**src/rtl/delay_arb_ctrl.sv**
```systemverilog
// Round-robin arbiter and sequencer sharing one done_count delay counter among NREQ requesters.
// Optional feature: define DELAY_ARB_ABORT_EN to abort a job when its requester drops req.
module delay_arb_ctrl #(
  parameter int N    = 8,
  parameter int NREQ = 4
) (
  input  logic              clk,
  input  logic              clr_n,
  input  logic [NREQ-1:0]   req,
  input  logic [NREQ*N-1:0] len,
  output logic [NREQ-1:0]   gnt,
  output logic [NREQ-1:0]   done,
  output logic              busy,
  output logic              cnt_clr,
  output logic              cnt_ld,
  output logic              cnt_up,
  output logic [N-1:0]      cnt_D,
  input  logic              cnt_rco
);
  localparam int LW = $clog2(NREQ);

  typedef enum logic [1:0] {IDLE, LOAD, COUNT, DONE} state_t;

  state_t          state;
  logic [LW-1:0]   last, win, win_hi, win_any;
  logic            found_hi;
  logic [NREQ-1:0] win_oh;
  logic [N-1:0]    len_q, win_len;
  logic            abort;

  // Lowest requester above last wins; otherwise wrap to the lowest requester overall.
  always_comb begin
    win_hi   = '0;
    win_any  = '0;
    found_hi = 1'b0;
    for (int i = NREQ-1; i >= 0; i--) begin
      if (req[i]) begin
        win_any = LW'(i);
        if (LW'(i) > last) begin
          win_hi   = LW'(i);
          found_hi = 1'b1;
        end
      end
    end
    win     = found_hi ? win_hi : win_any;
    win_oh  = '0;
    win_len = '0;
    for (int i = 0; i < NREQ; i++) begin
      if (LW'(i) == win) begin
        win_oh[i] = 1'b1;
        win_len   = len[i*N +: N];
      end
    end
  end

`ifdef DELAY_ARB_ABORT_EN
  assign abort = ((state == LOAD) || (state == COUNT)) && !(|(req & gnt));
`else
  assign abort = 1'b0;
`endif

  always_ff @(posedge clk) begin
    if (!clr_n) begin
      state <= IDLE;
      last  <= LW'(NREQ-1);
      gnt   <= '0;
      done  <= '0;
      len_q <= '0;
    end else begin
      case (state)
        IDLE: begin
          if (|req) begin
            gnt   <= win_oh;
            last  <= win;
            len_q <= win_len;
            state <= LOAD;
          end
        end
        LOAD: begin
          if (abort) begin
            gnt   <= '0;
            state <= IDLE;
          end else begin
            state <= COUNT;
          end
        end
        COUNT: begin
          if (abort) begin
            gnt   <= '0;
            state <= IDLE;
          end else if (cnt_rco) begin
            done  <= gnt;
            state <= DONE;
          end
        end
        DONE: begin
          done  <= '0;
          gnt   <= '0;
          state <= IDLE;
        end
        default: state <= IDLE;
      endcase
    end
  end

  // Loading the complement makes the counter reach all ones after exactly len_q increments.
  assign cnt_D   = ~len_q;
  assign busy    = (state != IDLE);
  assign cnt_ld  = (state == LOAD);
  assign cnt_up  = (state == COUNT) && !cnt_rco;
  assign cnt_clr = !clr_n || abort;
endmodule
```
**config.mk**
```make
export PLATFORM = sky130hd
export DESIGN_NAME = delay_arb_ctrl
export DESIGN_NICKNAME = d
export VERILOG_FILES = /design/src/rtl/delay_arb_ctrl.sv
export SDC_FILE = /design/constraint.sdc
export NUM_CORES = 1
export LEC_CHECK = 0
export CELL_PAD_IN_SITES_DETAIL_PLACEMENT = 2
export CELL_PAD_IN_SITES_GLOBAL_PLACEMENT = 2
export CORE_MARGIN = 1.5
export CORE_UTILIZATION = 22
export DETAILED_ROUTE_END_ITERATION = 10
export GPL_TIMING_DRIVEN = 0
export MAX_ROUTING_LAYER = met4
export PLACE_DENSITY_LB_ADDON = 0.3
export SYNTH_ARGS = -nofsm -noshare
export SYNTH_HDL_FRONTEND = slang
export SYNTH_SLANG_ARGS = --single-unit
```
**constraint.sdc**
```tcl
create_clock -name clk -period 2.1 [get_ports clk]
set_input_delay 0.42 -clock clk [delete_from_list [all_inputs] [get_ports clk]]
set_output_delay 0.42 -clock clk [all_outputs]
set_load 0.1 [all_outputs]
```
==> impl_metrics.yaml <==
outcome:
  status: "complete, no violations"
synth:
  netlist_instances: 126
  yosys-top-cells-area: "dfxtp_1 (35%), mux2_1 (7.8%), mux2_2 (7.8%), a221o_1 (6.9%), ha_1 (4.3%)"
  syn_area_mm2: 0.001160
  yosysTopAreaCellShare: 0.3452
  synth-main-ff-cell: "dfxtp_1"
  synthArstFlopShare: 0
  synth_edf_count: 0
  syn_nets: 169
  syn_area_per_cell_um2: 9.205
  synth.distinct_cells: 35
  synth_most_common_cell: "dfxtp_1"
  synth_top_area_cell: "dfxtp_1"
  ys_ff_latch: 20
  synth_common_cells: "dfxtp_1 (20), inv_1 (11), nand2_1 (10), nor2_1 (10)"
  yosysWarningCount: 0
  seq_area_frac_synth: 0.3452
worst_setup_path:
  crit_fanout: 4
  critPathCaptureType: "output pin"
  worstSetupStartpointType: "flip-flop"
  rr_endpoint: "len_q[2]"
  cpPeakStageDelay_ps: 450
  critical_path_class: "reg -> out"
  r2r_start: "last[1]"
  reg2reg_slack_ps: 170
  slowest_stage: "buf_2"
  cp.required_ps: 1680
  r2r_cells: 7
  crit_chain: "inv_1, ha_1, nor2b_2, buf_2"
  arrival_ps: 1580
sta:
  rsz0062_at_grt: "false"
  worst_slew_pin_slew_ps: 984.0
  setup_viol: 0
  slew-limit-headroom: 0.3466
  period_share: 0.9539
  finClkSkew_ps: 4.436
  hold_violations: 0
  hold_ws_ps: 475.0
  finalCriticalPeriod_ps: 2003
  slew_violations: 0
  max_freq_mhz: 499.2
pwr:
  combPwrFrac: 0.703
  p_per_area_mw_per_mm2: 1563
  switching_share: 0.5722
  leakage_nw: 0.7716
  fin_total_pwr_mw: 2.978
  p_int_mw: 1.274
  irDropWorstVdd_mv: 0.5353
  p_seq_frac: 0.196
  clkPwrFrac: 0.101
  p_switching_mw: 1.704
floorplanning:
  io_pins: 59
  die_x_um: 75.61
  die-area_mm2: 0.005717
  num_rows: 26
  die_h_um: 75.61
  initial_utilization: 0.2271
  fp.coreArea_mm2: 0.005107
global_routing:
  grt_first_pass_wirelength_um: 6548
  grtUsageTotal: 0.1586
  grt_pass1_vias: 1387
  grt_max_degree: 12
  grt_overflow: 0
  grt_antenna_before_repair: 0
min_path:
  holdCritStartpoint: "gnt[2]"
  min_path_cells: 2
  min_path_type: "reg -> reg"
  min_to: "gnt[2]"
run:
  drv_cap: 0
routing:
  drtPass1Iterations: 4
  ant_nets: 0
  dr_total_vias: 1219
  finalWirelength_um: 4060
  drtIter0Drc: 22
  drc: 0
  viasPerCell: 4.635
  wl_per_cell_um: 15.44
cts:
  path_clk_slew_ps: 80
  htree_levels: 1
  clock_path_buffers: 2
  cts_tree: "built"
  clock-sinks: 20
  cts_buffers: 3
  clk_latency_ps: 260
  root_buffer: "clkbuf_8"
  cts_hold_buf: 0
layout:
  drive_gt1_frac: 0.2021
  final_net_count: 237
  diodes: 0
  syn_to_final_growth_pct: 64.29
placed_design:
  port_buffers: 58
  dpl.hpwl_um: 3126
  gp_congestion: 0.8324
==> worst max-delay path: cells and delay by family, from the launching register on <==
| kind | cells | cell delay, ps |
|---|---|---|
| buffers and inverters | 2 | 540 |
| and+or+nand+nor | 1 | 220 |
| adders and majority gates | 1 | 220 |
| DFF | 1 | 350 |
==> routing by layer <==
metal,wire (µm),global-route usage
met1,1687,0.1798
met2,2172,0.2924
met3,183,0.02381
met4,17,0.03571
met5,0,-
==> cell usage in the layout, fill, tap and decap left out, types with 2 or more instances in the layout <==
| cell type | count |
|---|---|
| ha_1 | 4 |
| clkbuf_8 | 4 |
| nand2b_1 | 2 |
| nand2_1 | 10 |
| or4_1 | 4 |
| buf_6 | 2 |
| clkbuf_2 | 4 |
| a22oi_1 | 4 |
| buf_2 | 2 |
| inv_1 | 11 |
| nor2_1 | 8 |
| a21oi_1 | 5 |
| dlygate4sd2_1 | 18 |
| a221o_1 | 8 |
| inv_2 | 2 |
| nor3_1 | 8 |
| mux2_1 | 8 |
| o211ai_1 | 2 |
| mux2_2 | 8 |
| clkdlybuf4s50_1 | 33 |
| nor2_2 | 3 |
| buf_4 | 5 |
| dfxtp_1 | 20 |
==> how the worst max path moves through the flow <==
stage	slack (ps)	from	end	depth (start not counted)
3_5_place_dp	-1130	clr_n	cnt_clr	4
5_1_grt	10	req[3]	len_q[3]	6
6_report	100	state[0]	cnt_up	4
3_3_place_gp	-1110	clr_n	cnt_clr	4
4_1_cts	10	state[0]	busy	4
2_1_floorplan	60	state[0]	done[0]	6
==> cell type report <==
| type | count | area, µm² |
|---|---|---|
| fillers | 599 | 3202 |
| multi-input cells | 89 | 705.7 |
| repair buffers | 63 | 578.1 |
| flip-flops and latches | 20 | 400.4 |
| well taps | 70 | 87.58 |
| inverters | 14 | 57.56 |
| clock buffers | 4 | 55.05 |
| plain buffers | 3 | 21.27 |
==> flip-flops by register name, indices dropped and copies added, names as in the netlist <==
signal  count
len_q       8
gnt         4
done        4
state       2
last        2
==> power by group through the flow <==
| stage | sequential, mW | combinational (mW) | clock (mW) |
|---|---|---|---|
| final | 0.583 | 2.09 | 0.300 |
| after global routing | 0.601 | 2.22 | 0.330 |
| after CTS | 0.586 | 2.12 | 0.316 |
| after detailed placement | 0.596 | 2.10 | 0 |
| after global placement | 0.589 | 2.06 | 0 |
| after floorplan | 0.779 | 1.40 | 0 |
==> stage by stage <==
stage | util | cells | TNS, ps | instance area [µm²] | setup WS [ps]
after floorplan | - | 126 | 0 | 1162 | 56.26
after global placement | 0.3584 | 254 | -8234 | 1831 | -1115
after detailed placement | 0.3584 | 254 | -8929 | 1831 | -1125
after CTS | 0.3751 | 263 | 0 | 1916 | 14.23
after global routing | 0.3731 | 263 | 0 | 1906 | 13.50
final | 0.3731 | 263 | 0 | 1906 | 96.77
==> logic make-up after synthesis <==
logic type | count (synthesis) | share of synthesized area
multiplexers | 17 | 0.1640
flip-flops | 20 | 0.3452
AND/OR/NAND/NOR | 38 | 0.1661
buffers and inverters | 17 | 0.06256
adder cells (fa/ha/maj) | 4 | 0.04315
AO/OA/AOI/OAI | 30 | 0.2190
==> repair_timing <==
| item | in CTS | in global routing |
|---|---|---|
| setup endpoints to repair | 32 | 6 |
| buffers inserted | 4 | 0 |
| pin swaps | 3 | 2 |
| endpoints found under the hold margin | 0 | 0 |
| gates resized for setup | 45 | 9 |
| cloned | 1 | 0 |
Note: power is estimated with default switching activity, not from simulation.
